[config.mk]
export PLATFORM = sky130hd
export DESIGN_NAME = decode
export DESIGN_NICKNAME = d
export VERILOG_FILES = /design/src/rtl/decode.sv
export SDC_FILE = /design/constraint.sdc
export NUM_CORES = 1
export LEC_CHECK = 0
export BUFFER_PORTS_ARGS = -buffer_cell sky130_fd_sc_hd__clkbuf_2
export CAP_MARGIN = 15
export CORE_MARGIN = 5
export CORE_UTILIZATION = 40
export CTS_CLUSTER_SIZE = 25
export DETAILED_ROUTE_END_ITERATION = 8
export HOLD_SLACK_MARGIN = 0.15
export PLACE_DENSITY_LB_ADDON = 0.05
export SYNTH_ARGS = -nofsm -noshare
export SYNTH_HDL_FRONTEND = slang
export SYNTH_SLANG_ARGS = --single-unit
[constraint.sdc]
create_clock -name clk -period 0.8 [get_ports clk]
set_input_delay 0.08 -clock clk [delete_from_list [all_inputs] [get_ports clk]]
set_output_delay 0.08 -clock clk [all_outputs]
set_load 0.05 [all_outputs]
[src/rtl/decode.sv]
// ---------------------------------------------------------------------------
// decode
//   Registered 16-bit instruction decoder. Splits an instruction word into
//   its opcode, register indices, shift amount, immediate and jump offset,
//   and classifies it as R-type, I-type, J-type or illegal. Outputs appear
//   one clock after a valid word is sampled. When no word is valid, the
//   field outputs keep their last decoded values.
//
//   Build option:
//     DECODE_FIELD_ZERO_EN - when defined, fields that do not belong to the
//                            decoded class are driven to 0, and an illegal
//                            opcode zeroes every field except opcode.
//                            When undefined, every field carries its raw
//                            bit slice of the instruction word.
//
//   Parameters:
//     ILLEGAL_OPCODE - opcode value reported as illegal (default 4'hF)
//
//   Ports:
//     clk        in   clock, rising edge
//     rst_n      in   synchronous active-low reset
//     in_valid   in   instr is valid this cycle
//     instr      in   [15:0] instruction word
//     out_valid  out  registered fields valid
//     opcode     out  [3:0] instr[15:12]
//     rd_index   out  [2:0] destination register index
//     rs_index   out  [2:0] source register index
//     rt_index   out  [2:0] second source register index
//     shamt      out  [2:0] shift amount
//     constant   out  [5:0] I-type immediate, unsigned
//     address    out  [8:0] J-type jump offset
//     instr_type out  [1:0] 0 R, 1 I, 2 J, 3 illegal
//     illegal    out  opcode equals ILLEGAL_OPCODE
// ---------------------------------------------------------------------------
module decode #(
    parameter logic [3:0] ILLEGAL_OPCODE = 4'hF
) (
    input  logic        clk,
    input  logic        rst_n,
    input  logic        in_valid,
    input  logic [15:0] instr,
    output logic        out_valid,
    output logic [3:0]  opcode,
    output logic [2:0]  rd_index,
    output logic [2:0]  rs_index,
    output logic [2:0]  rt_index,
    output logic [2:0]  shamt,
    output logic [5:0]  constant,
    output logic [8:0]  address,
    output logic [1:0]  instr_type,
    output logic        illegal
);

    localparam logic [1:0] TYPE_R   = 2'd0;
    localparam logic [1:0] TYPE_I   = 2'd1;
    localparam logic [1:0] TYPE_J   = 2'd2;
    localparam logic [1:0] TYPE_BAD = 2'd3;

    logic [3:0] nxt_opcode;
    logic [2:0] nxt_rd;
    logic [2:0] nxt_rs;
    logic [2:0] nxt_rt;
    logic [2:0] nxt_shamt;
    logic [5:0] nxt_constant;
    logic [8:0] nxt_address;
    logic [1:0] nxt_type;
    logic       nxt_illegal;

    always_comb begin
        nxt_opcode   = instr[15:12];
        nxt_rd       = instr[11:9];
        nxt_rs       = instr[8:6];
        nxt_rt       = instr[5:3];
        nxt_shamt    = instr[2:0];
        nxt_constant = instr[5:0];
        nxt_address  = instr[11:3];
        nxt_illegal  = 1'b0;
        nxt_type     = TYPE_BAD;

        // The illegal compare takes priority so a non-default ILLEGAL_OPCODE
        // can mark any class's opcode as illegal. An opcode of 15 that is not
        // the illegal value belongs to no class and reports type 3.
        if (nxt_opcode == ILLEGAL_OPCODE) begin
            nxt_illegal = 1'b1;
            nxt_type    = TYPE_BAD;
        end else if (nxt_opcode < 4'd8) begin
            nxt_type = TYPE_R;
        end else if (nxt_opcode < 4'd12) begin
            nxt_type = TYPE_I;
        end else if (nxt_opcode < 4'd15) begin
            nxt_type = TYPE_J;
        end

`ifdef DECODE_FIELD_ZERO_EN
        case (nxt_type)
            TYPE_R: begin
                nxt_constant = '0;
                nxt_address  = '0;
            end
            TYPE_I: begin
                nxt_rt      = '0;
                nxt_shamt   = '0;
                nxt_address = '0;
            end
            TYPE_J: begin
                nxt_rd       = '0;
                nxt_rs       = '0;
                nxt_rt       = '0;
                nxt_shamt    = '0;
                nxt_constant = '0;
            end
            default: begin
                nxt_rd       = '0;
                nxt_rs       = '0;
                nxt_rt       = '0;
                nxt_shamt    = '0;
                nxt_constant = '0;
                nxt_address  = '0;
            end
        endcase
`endif
    end

    always_ff @(posedge clk) begin
        if (!rst_n) begin
            out_valid  <= 1'b0;
            opcode     <= '0;
            rd_index   <= '0;
            rs_index   <= '0;
            rt_index   <= '0;
            shamt      <= '0;
            constant   <= '0;
            address    <= '0;
            instr_type <= '0;
            illegal    <= 1'b0;
        end else begin
            out_valid <= in_valid;
            if (in_valid) begin
                opcode     <= nxt_opcode;
                rd_index   <= nxt_rd;
                rs_index   <= nxt_rs;
                rt_index   <= nxt_rt;
                shamt      <= nxt_shamt;
                constant   <= nxt_constant;
                address    <= nxt_address;
                instr_type <= nxt_type;
                illegal    <= nxt_illegal;
            end
        end
    end

endmodule

* Word level (Yosys, flattened, before mapping) *
Cells that the tools add are included.

storage, ports and cells
  word-level logic and storage cells = 19
  flip-flop bits (word level) = 35
  output and inout port bits = 35

cells by class
  order comparisons = 3
  equal/unequal tests = 1
  mux-type cells = 5

operators by type and width
  cell                count
  $lt 4x4->1 const B  3
  $mux 2              3
  $eq 4x4->1 const B  1
  $mux 1              2

* Longest topological paths before layout *
Gate-level depths: netlist of the first run.

  depth after elaboration = 5
  depth in mapped cells = 4
  mapped depth without buffers = 2

* Least setup slack after synthesis of the first run *
Ideal clock, no wire load.

  kind = flip-flop to flip-flop
  from = register instr_type[0] (netlist name)
  to = register instr_type[0]
  setup time = 0.091 ns
  arrival = 0.957 ns
  clock period less this slack = 1.048 ns
  buffers on the path = 0
  required time = 0.709 ns
  slack = -0.248 ns
  stages on the path, launching flop included = 3
  cells stage by stage = dfxtp_1 -> mux2i_1 -> a311oi_1

RTL lines
  element               RTL line  source
  end signal, assigned  146       instr_type <= nxt_type;
  end, declared         50        output logic [1:0] instr_type,

* Worst setup path after layout of the first run *
  from = register rt_index[0]
  to = output rt_index[0]

RTL lines
  element                 RTL line  source
  start, declared         46        output logic [2:0] rt_index,
  start signal, assigned  142       rt_index <= nxt_rt;

No word-level cell between the ends.

==> results of run 1 <==
[final cells by class]
cell class,count,area [um2],area share (%)
sequential,20,455,24.3
clock buffer,4,26.3,1.40
tap,27,33.8,1.80
timing repair buffer,72,1040,55.7
multi-input combinational,43,310,16.6
inverter,1,3.75,0.201
[power by group through the flow]
stage	sequential [mW]	clock, mW	combinational (mW)
after floorplan	1.29	0	0.346
after global placement	1.10	0	0.648
after detailed placement	1.10	0	0.650
after CTS	1.11	0.508	0.993
after global routing	1.14	0.548	1.09
final	1.13	0.515	1.06
[sequential cells by signal, summed over array words and instances (netlist names)]
register / cells
opcode: 4
illegal: 1
rt_index: 2
rd_index: 1
shamt: 2
rs_index: 1
instr_type: 2
address: 5
constant: 1
out_valid: 1
[cell families after synthesis]
family                 Yosys count  synth area share [%]
AND/OR/NAND/NOR                 23                  11.7
flip-flops                      20                  47.5
buffers and inverters           20                  18.4
multiplexers                    17                  20.2
AO/OA/AOI/OAI                    3                  2.22
[through the flow]
stage          hold WS [ns]  util [%]  power, mW  instances  cell area [um2]
2_1_floorplan         0.183         -       1.64         83              897
3_3_place_gp          0.313      54.7       1.74        146             1080
3_5_place_dp          0.322      54.7       1.75        146             1080
4_1_cts               0.157      92.7       2.61        167             1840
5_1_grt              0.0724      94.4       2.77        167             1870
6_report             0.0555      94.4       2.70        167             1870
[final timing paths]
path	end	slack, ns	cells past startpoint
max	rt_index[0]	-0.15	1
min	illegal	0.06	3
max reg2reg	instr_type[0]	-0.07	3
min reg2reg	illegal	0.53	2
[synthesized netlist by cell type]
master	number	share of area (%)
sky130_fd_sc_hd__a311oi_1	1	1.0
sky130_fd_sc_hd__buf_4	15	13
sky130_fd_sc_hd__mux2i_1	17	20
sky130_fd_sc_hd__dfxtp_1	20	47
sky130_fd_sc_hd__o21ai_0	1	0.59
sky130_fd_sc_hd__nand2b_1	1	0.74
sky130_fd_sc_hd__nand3b_1	1	0.89
sky130_fd_sc_hd__nand2_1	2	0.89
sky130_fd_sc_hd__inv_2	1	0.44
sky130_fd_sc_hd__nand4_1	1	0.74
sky130_fd_sc_hd__a21oi_1	1	0.59
sky130_fd_sc_hd__buf_2	1	0.59
sky130_fd_sc_hd__nor2_1	16	7.1
sky130_fd_sc_hd__nand3_1	1	0.59
sky130_fd_sc_hd__buf_6	3	4.0
sky130_fd_sc_hd__and2_1	1	0.74
[layer usage]
metal / vias up / part of all wire (%) / routed length, um / GRT usage (%)
li1: 372 / - / - / -
met1: 385 / 41 / 1380 / 23.2
met2: 47 / 52 / 1710 / 36.7
met3: 6 / 5.7 / 190 / 6.26
met4: 0 / 1.4 / 46 / 5.08
met5: - / 0 / 0 / 0
[tightest hold or removal path, stage by stage]
cell and delay, ns:
sky130_fd_sc_hd__clkbuf_2 0.10, sky130_fd_sc_hd__nand4_1 0.08, sky130_fd_sc_hd__o21ai_1 0.06
[repair_timing]
action                                  in CTS  in global routing
setup buffers                                0                  2
endpoints found under the setup margin      35                 44
pin swaps                                    0                  3
hold buffers                                17                  3
hold endpoints to repair                    20                  6
resized for setup                           93                 17
==> implementation parameters, run 1 <==
Parameter                              Value

Global route
  Number of global-route vias before repair ... 916
  Largest net degree at the start of global routing ... 19
  Wire length of the first global-routing pass ... 4970 um
  Overall fraction of global-route tracks in use ... 20.4%
  Total grt overflow ... 0
  Number of antenna violations at the first check in global routing ... 0

Synthesis
  Distinct cells, synth ... 16
  Syn nets ... 102
  Number of warnings printed during yosys synthesis ... 0
  Fraction of the yosys area taken by sequential cells ... 47.5%
  Cell Area, Synth ... 843 um2
  Gate Count Post-Synth ... 83
  Avg Synthesized Cell Area ... 10.2 um2
  Count of state elements after synthesis ... 20

Timing
  Final Setup Violations ... 42
  Final slew viol count ... 0
  Number of endpoints with negative hold slack in the final report ... 0
  Minimum clock period after layout ... 0.950 ns
  Slew HR ... 78.9%
  Peak clock frequency supported by timing ... 1.05 GHz
  Worst slew pin tran ... 0.316 ns
  Setup_tns ... -5.09 ns
  Minimum setup slack in the final design ... -0.150 ns
  Final worst path period share ... 119%
  Setup repair after global routing missed its margin ... true
  Fin Clk Skew ... 0 ns

Floorplan
  Standard-cell row count ... 16
  Die height ... 55.9 um
  Core area ... 1980 um2
  Top-level I/O count ... 54
  Horizontal die dimension ... 55.9 um
  Starting density of the core ... 42.6%
  Area of the die ... 3130 um2

Setup path
  Critical Path Fanout Max ... 4
  Worst reg2reg startpoint ... instr_type[0]
  Worst setup path class ... reg2out
  Critical path launch point type ... register
  Slowest cell on the critical path ... sky130_fd_sc_hd__dfxtp_4
  Count of buffering cells on the critical path with inverters included ... 1
  Crit path largest cell delay ... 0.39 ns
  Crit. Startpoint ... rt_index[0]
  Worst endpoint data arrival time ... 0.87 ns
  Cell family with the largest share of critical-path delay ... flip-flops
  CP Cell Sequence ... clkbuf_8
  Worst Setup End Kind ... output port
  Data required time at the worst endpoint ... 0.72 ns

Finish
  Final-layout fill cell count ... 50
  NumNets Final ... 160
  Commonest non-fill, non-tap cells in the layout ... 22 x sky130_fd_sc_hd__clkbuf_16, 16 x sky130_fd_sc_hd__nor2_1, 16 x sky130_fd_sc_hd__dlygate4sd3_1, 16 x sky130_fd_sc_hd__clkbuf_2, 15 x sky130_fd_sc_hd__mux2i_1
  Most frequent standard cell in the layout excluding fill and tap cells ... sky130_fd_sc_hd__clkbuf_16
  Proportion of layout cells with a drive suffix above 1 ... 60.7%
  Number of inserted diodes ... 0
  Growth of design area from synthesis to finish ... 122%

Placement
  Total of buffers placed on input and output ports ... 53
  Worst setup timing slack at the placement stage ... 0.00492 ns
  Gp weighted congestion ... 0.723
  Detailed Place HPWL ... 1340 um

Route
  Post-DR vias/cell ... 4.85
  Remaining design rule violation count ... 0
  Detail Route Antenna Nets ... 0
  Routed len/inst ... 19.9 um
  Routed WL ... 3330 um
  Total iterations of the first detailed-routing run ... 4
  Total vias in the final route ... 810
  Number of DRC violations after detailed-routing iteration 0 ... 26

Clocking
  Clock Path Buffers ... 2
  CTS Sinks ... 20
  Number of CTS-inserted buffers ... 3
  Buffer type at the clock tree root ... sky130_fd_sc_hd__clkbuf_4
  Clock Pin Slew Worst Setup and Hold Paths ... 0.11 ns
  TritonCTS clock tree ... yes
  Number of H-tree levels ... 1
  Clock latency of the later-clocked register in the worst-skew pair ... 0.30 ns

Power
  Areal power density over the cells ... 1440 nW/um2
  Leakage power figure ... 0.839 nW
  Sw frac ... 34.9%
  Cell Int Power ... 1.76 mW
  Maximum vdd drop ... 1.52 mV
  Flop pwr share ... 41.8%
  Power share of the combinational group ... 39.1%
  Switching Power ... 943 uW
  Power share of the clock group ... 19.1%

Status
  Violations in the final reports ... setup timing
  Result of the run ... finished with violations

Worst hold path
  Worst Hold Class ... in2reg
  Worst hold start ... instr[13]

Job
  Max-cap viol count ... 0
Power figures use the tool's default switching activity.
==> run 2, diff against run 1 <==
--- a/config.mk
+++ b/config.mk
@@ -8,7 +8,7 @@
 export BUFFER_PORTS_ARGS = -buffer_cell sky130_fd_sc_hd__clkbuf_2
 export CAP_MARGIN = 15
 export CORE_MARGIN = 5
-export CORE_UTILIZATION = 40
+export CORE_UTILIZATION = 38
 export CTS_CLUSTER_SIZE = 25
 export DETAILED_ROUTE_END_ITERATION = 8
 export HOLD_SLACK_MARGIN = 0.15
==> run 2 against run 1 <==
Count of clock-buffer cells in the layout is 1 lower. The flow still finishes with violations (setup timing). Setup slack worse by 0.0081 ns. Sequential share of layout area decreased by 0.70 points. Clock power fell by 5.0%. Largest power group unchanged.
==> implementation parameters, run 2 (same netlist as run 1, synthesis figures left out) <==
Parameter                              Value

Finish
  Commonest non-fill, non-tap cells in the layout ... 26 x sky130_fd_sc_hd__clkbuf_16, 17 x sky130_fd_sc_hd__clkbuf_2, 16 x sky130_fd_sc_hd__nor2_1, 16 x sky130_fd_sc_hd__dlygate4sd3_1, 14 x sky130_fd_sc_hd__mux2i_1 (was 22 x sky130_fd_sc_hd__clkbuf_16, 16 x sky130_fd_sc_hd__nor2_1, 16 x sky130_fd_sc_hd__dlygate4sd3_1, 16 x sky130_fd_sc_hd__clkbuf_2, 15 x sky130_fd_sc_hd__mux2i_1)
  NumNets Final ... 162 (was 160)
  Final non-filler cell total ... 170 (was 167)
  Max reg flops ... 5 (unchanged)
  Growth of design area from synthesis to finish ... 130% (was 122%)
  Most frequent standard cell in the layout excluding fill and tap cells ... sky130_fd_sc_hd__clkbuf_16 (unchanged)
  Registers with the highest flip-flop counts ... address x5, opcode x4 (unchanged)
  Number of inserted diodes ... 0 (unchanged)
  Proportion of layout cells with a drive suffix above 1 ... 59.9% (was 60.7%)
  Register ranked first by flip-flop count ... address (unchanged)

Power
  Total Power ... 2.69 mW (was 2.70 mW)
  Areal power density over the cells ... 1390 nW/um2 (was 1440 nW/um2)
  Maximum vdd drop ... 1.20 mV (was 1.52 mV)
  Leakage power figure ... 0.872 nW (was 0.839 nW)

Job
  Max-cap viol count ... 0 (unchanged)

Setup path
  Critical Path Fanout Max ... 4 (unchanged)
  Worst Setup End Kind ... output port (unchanged)
  Slowest cell on the critical path ... sky130_fd_sc_hd__dfxtp_4 (unchanged)
  Crit path largest cell delay ... 0.41 ns (was 0.39 ns)
  Worst setup path class ... reg2out (unchanged)
  Count of buffering cells on the critical path with inverters included ... 1 (unchanged)
  Data required time at the worst endpoint ... 0.72 ns (about the same)
  Cell family with the largest share of critical-path delay ... flip-flops (unchanged)
  Worst endpoint data arrival time ... 0.88 ns (was 0.87 ns)
  CP Cell Sequence ... clkbuf_16 (was clkbuf_8)
  Critical path launch point type ... register (unchanged)

Placement
  Dpl cells ... 148 (was 146)
  Detailed Place HPWL ... 1340 um (about the same)
  Worst setup timing slack at the placement stage ... -0.0154 ns (was 0.00492 ns)
  Total of buffers placed on input and output ports ... 53 (unchanged)
  Gp weighted congestion ... 0.715 (was 0.723)

Global route
  GRT met3 Usage ... 5.88% (was 6.26%)
  Total grt overflow ... 0 (unchanged)
  Overall fraction of global-route tracks in use ... 17.4% (was 20.4%)
  Number of global-route vias before repair ... 850 (was 916)
  Number of antenna violations at the first check in global routing ... 0 (unchanged)
  Largest net degree at the start of global routing ... 19 (unchanged)
  Most congested layer reported by global routing ... met2 (unchanged)
  Global routing usage on met1 ... 16.2% (was 23.2%)
  Global routing usage on met2 ... 33.3% (was 36.7%)
  Wire length of the first global-routing pass ... 4280 um (was 4970 um)

Status
  Violations in the final reports ... setup timing (unchanged)
  Result of the run ... finished with violations (unchanged)

Clocking
  Clock latency of the later-clocked register in the worst-skew pair ... 0.30 ns (about the same)
  Number of H-tree levels ... 1 (unchanged)
  Buffer type at the clock tree root ... sky130_fd_sc_hd__clkbuf_4 (unchanged)
  CTS Sinks ... 20 (unchanged)
  Clock Pin Slew Worst Setup and Hold Paths ... 0.11 ns (about the same)
  TritonCTS clock tree ... yes (unchanged)
  Clock Path Buffers ... 2 (unchanged)
  Number of CTS-inserted buffers ... 3 (unchanged)

Route
  Post-DR vias/cell ... 4.66 (was 4.85)
  Number of DRC violations after detailed-routing iteration 0 ... 7 (was 26)
  Routed WL ... 2920 um (was 3330 um)
  Detail Route Antenna Nets ... 0 (unchanged)
  Total vias in the final route ... 793 (was 810)
  Routed len/inst ... 17.2 um (was 19.9 um)
  Remaining design rule violation count ... 0 (unchanged)
  Total iterations of the first detailed-routing run ... 2 (was 4)

Floorplan
  Die height ... 57.1 um (was 55.9 um)
  Horizontal die dimension ... 57.1 um (was 55.9 um)
  Standard-cell row count ... 17 (was 16)
  Core area ... 2170 um2 (was 1980 um2)
  Area of the die ... 3260 um2 (was 3130 um2)
  Starting density of the core ... 38.9% (was 42.6%)
  Top-level I/O count ... 54 (unchanged)

Timing
  Minimum setup slack in the final design ... -0.158 ns (was -0.150 ns)
  Worst slew pin tran ... 0.337 ns (was 0.316 ns)
  Number of endpoints with negative hold slack in the final report ... 0 (unchanged)
  Slew HR ... 77.5% (was 78.9%)
  Fin Clk Skew ... 0 ns (unchanged)
  Final slew viol count ... 0 (unchanged)
  Final worst path period share ... 120% (was 119%)
  Final Setup Violations ... 37 (was 42)
  Setup repair after global routing missed its margin ... true (unchanged)
  Minimum clock period after layout ... 0.958 ns (was 0.950 ns)
  WHS ... 0.135 ns (was 0.0555 ns)
  Peak clock frequency supported by timing ... 1.04 GHz (was 1.05 GHz)

Worst hold path
  Worst Hold Class ... in2reg (unchanged)
[run 2: path summary, 6_finish.rpt]
path,startpoint,end,slack (ns),depth (start not counted)
worst max-delay path,rt_index[0],constant[3],-0.16,1
worst max register to register,instr_type[0],instr_type[0],-0.01,3
worst min-delay path,instr[15],instr_type[0],0.13,3
worst min register to register,instr_type[1],instr_type[1],0.50,2
[run 2: metal layers]
| metal | part of all wire (%) | routed length [um] | vias to the layer above |
|---|---|---|---|
| met3 | 7.4 | 215 | 6 |
| met1 | 36 | 1050 | 374 |
| met2 | 54 | 1590 | 38 |
| met5 | 0 | 0 | - |
| met4 | 2.1 | 62 | 0 |
| li1 | - | - | 375 |
[run 2: timing repair]
action,CTS,global route
hold endpoints to repair,20,7
buffers inserted,1,1
gates resized for setup,97,16
hold buffers,17,4
pin swaps,0,1
endpoints found under the setup margin,35,41
[run 2: report_power, final]
group | switching [mW] | internal, mW | total, mW | leakage, nW
logic | 0.524 | 0.552 | 1.08 | 0.681
clock network | 0.307 | 0.182 | 0.489 | 0.0154
registers | 0.0832 | 1.04 | 1.12 | 0.176
[run 2: final cells by class]
type                    count  area [um2]
flip-flops and latches     20         458
well taps                  28        35.0
clock buffers               3        22.5
repair buffers             74        1110
inverters                   1        3.75
clock inverters             1        3.75
fillers                    96         231
multi-input cells          43         305
[run 2: metrics by stage]
stage / setup TNS, ns / util, % / instance area [um2]
after floorplan: -0.0837 / - / 897
after detailed placement: -0.0154 / 50.4 / 1090
final: -4.63 / 89.3 / 1940
after CTS: -4.67 / 87.5 / 1900
after global routing: -5.81 / 89.3 / 1940
after global placement: 0 / 50.4 / 1090
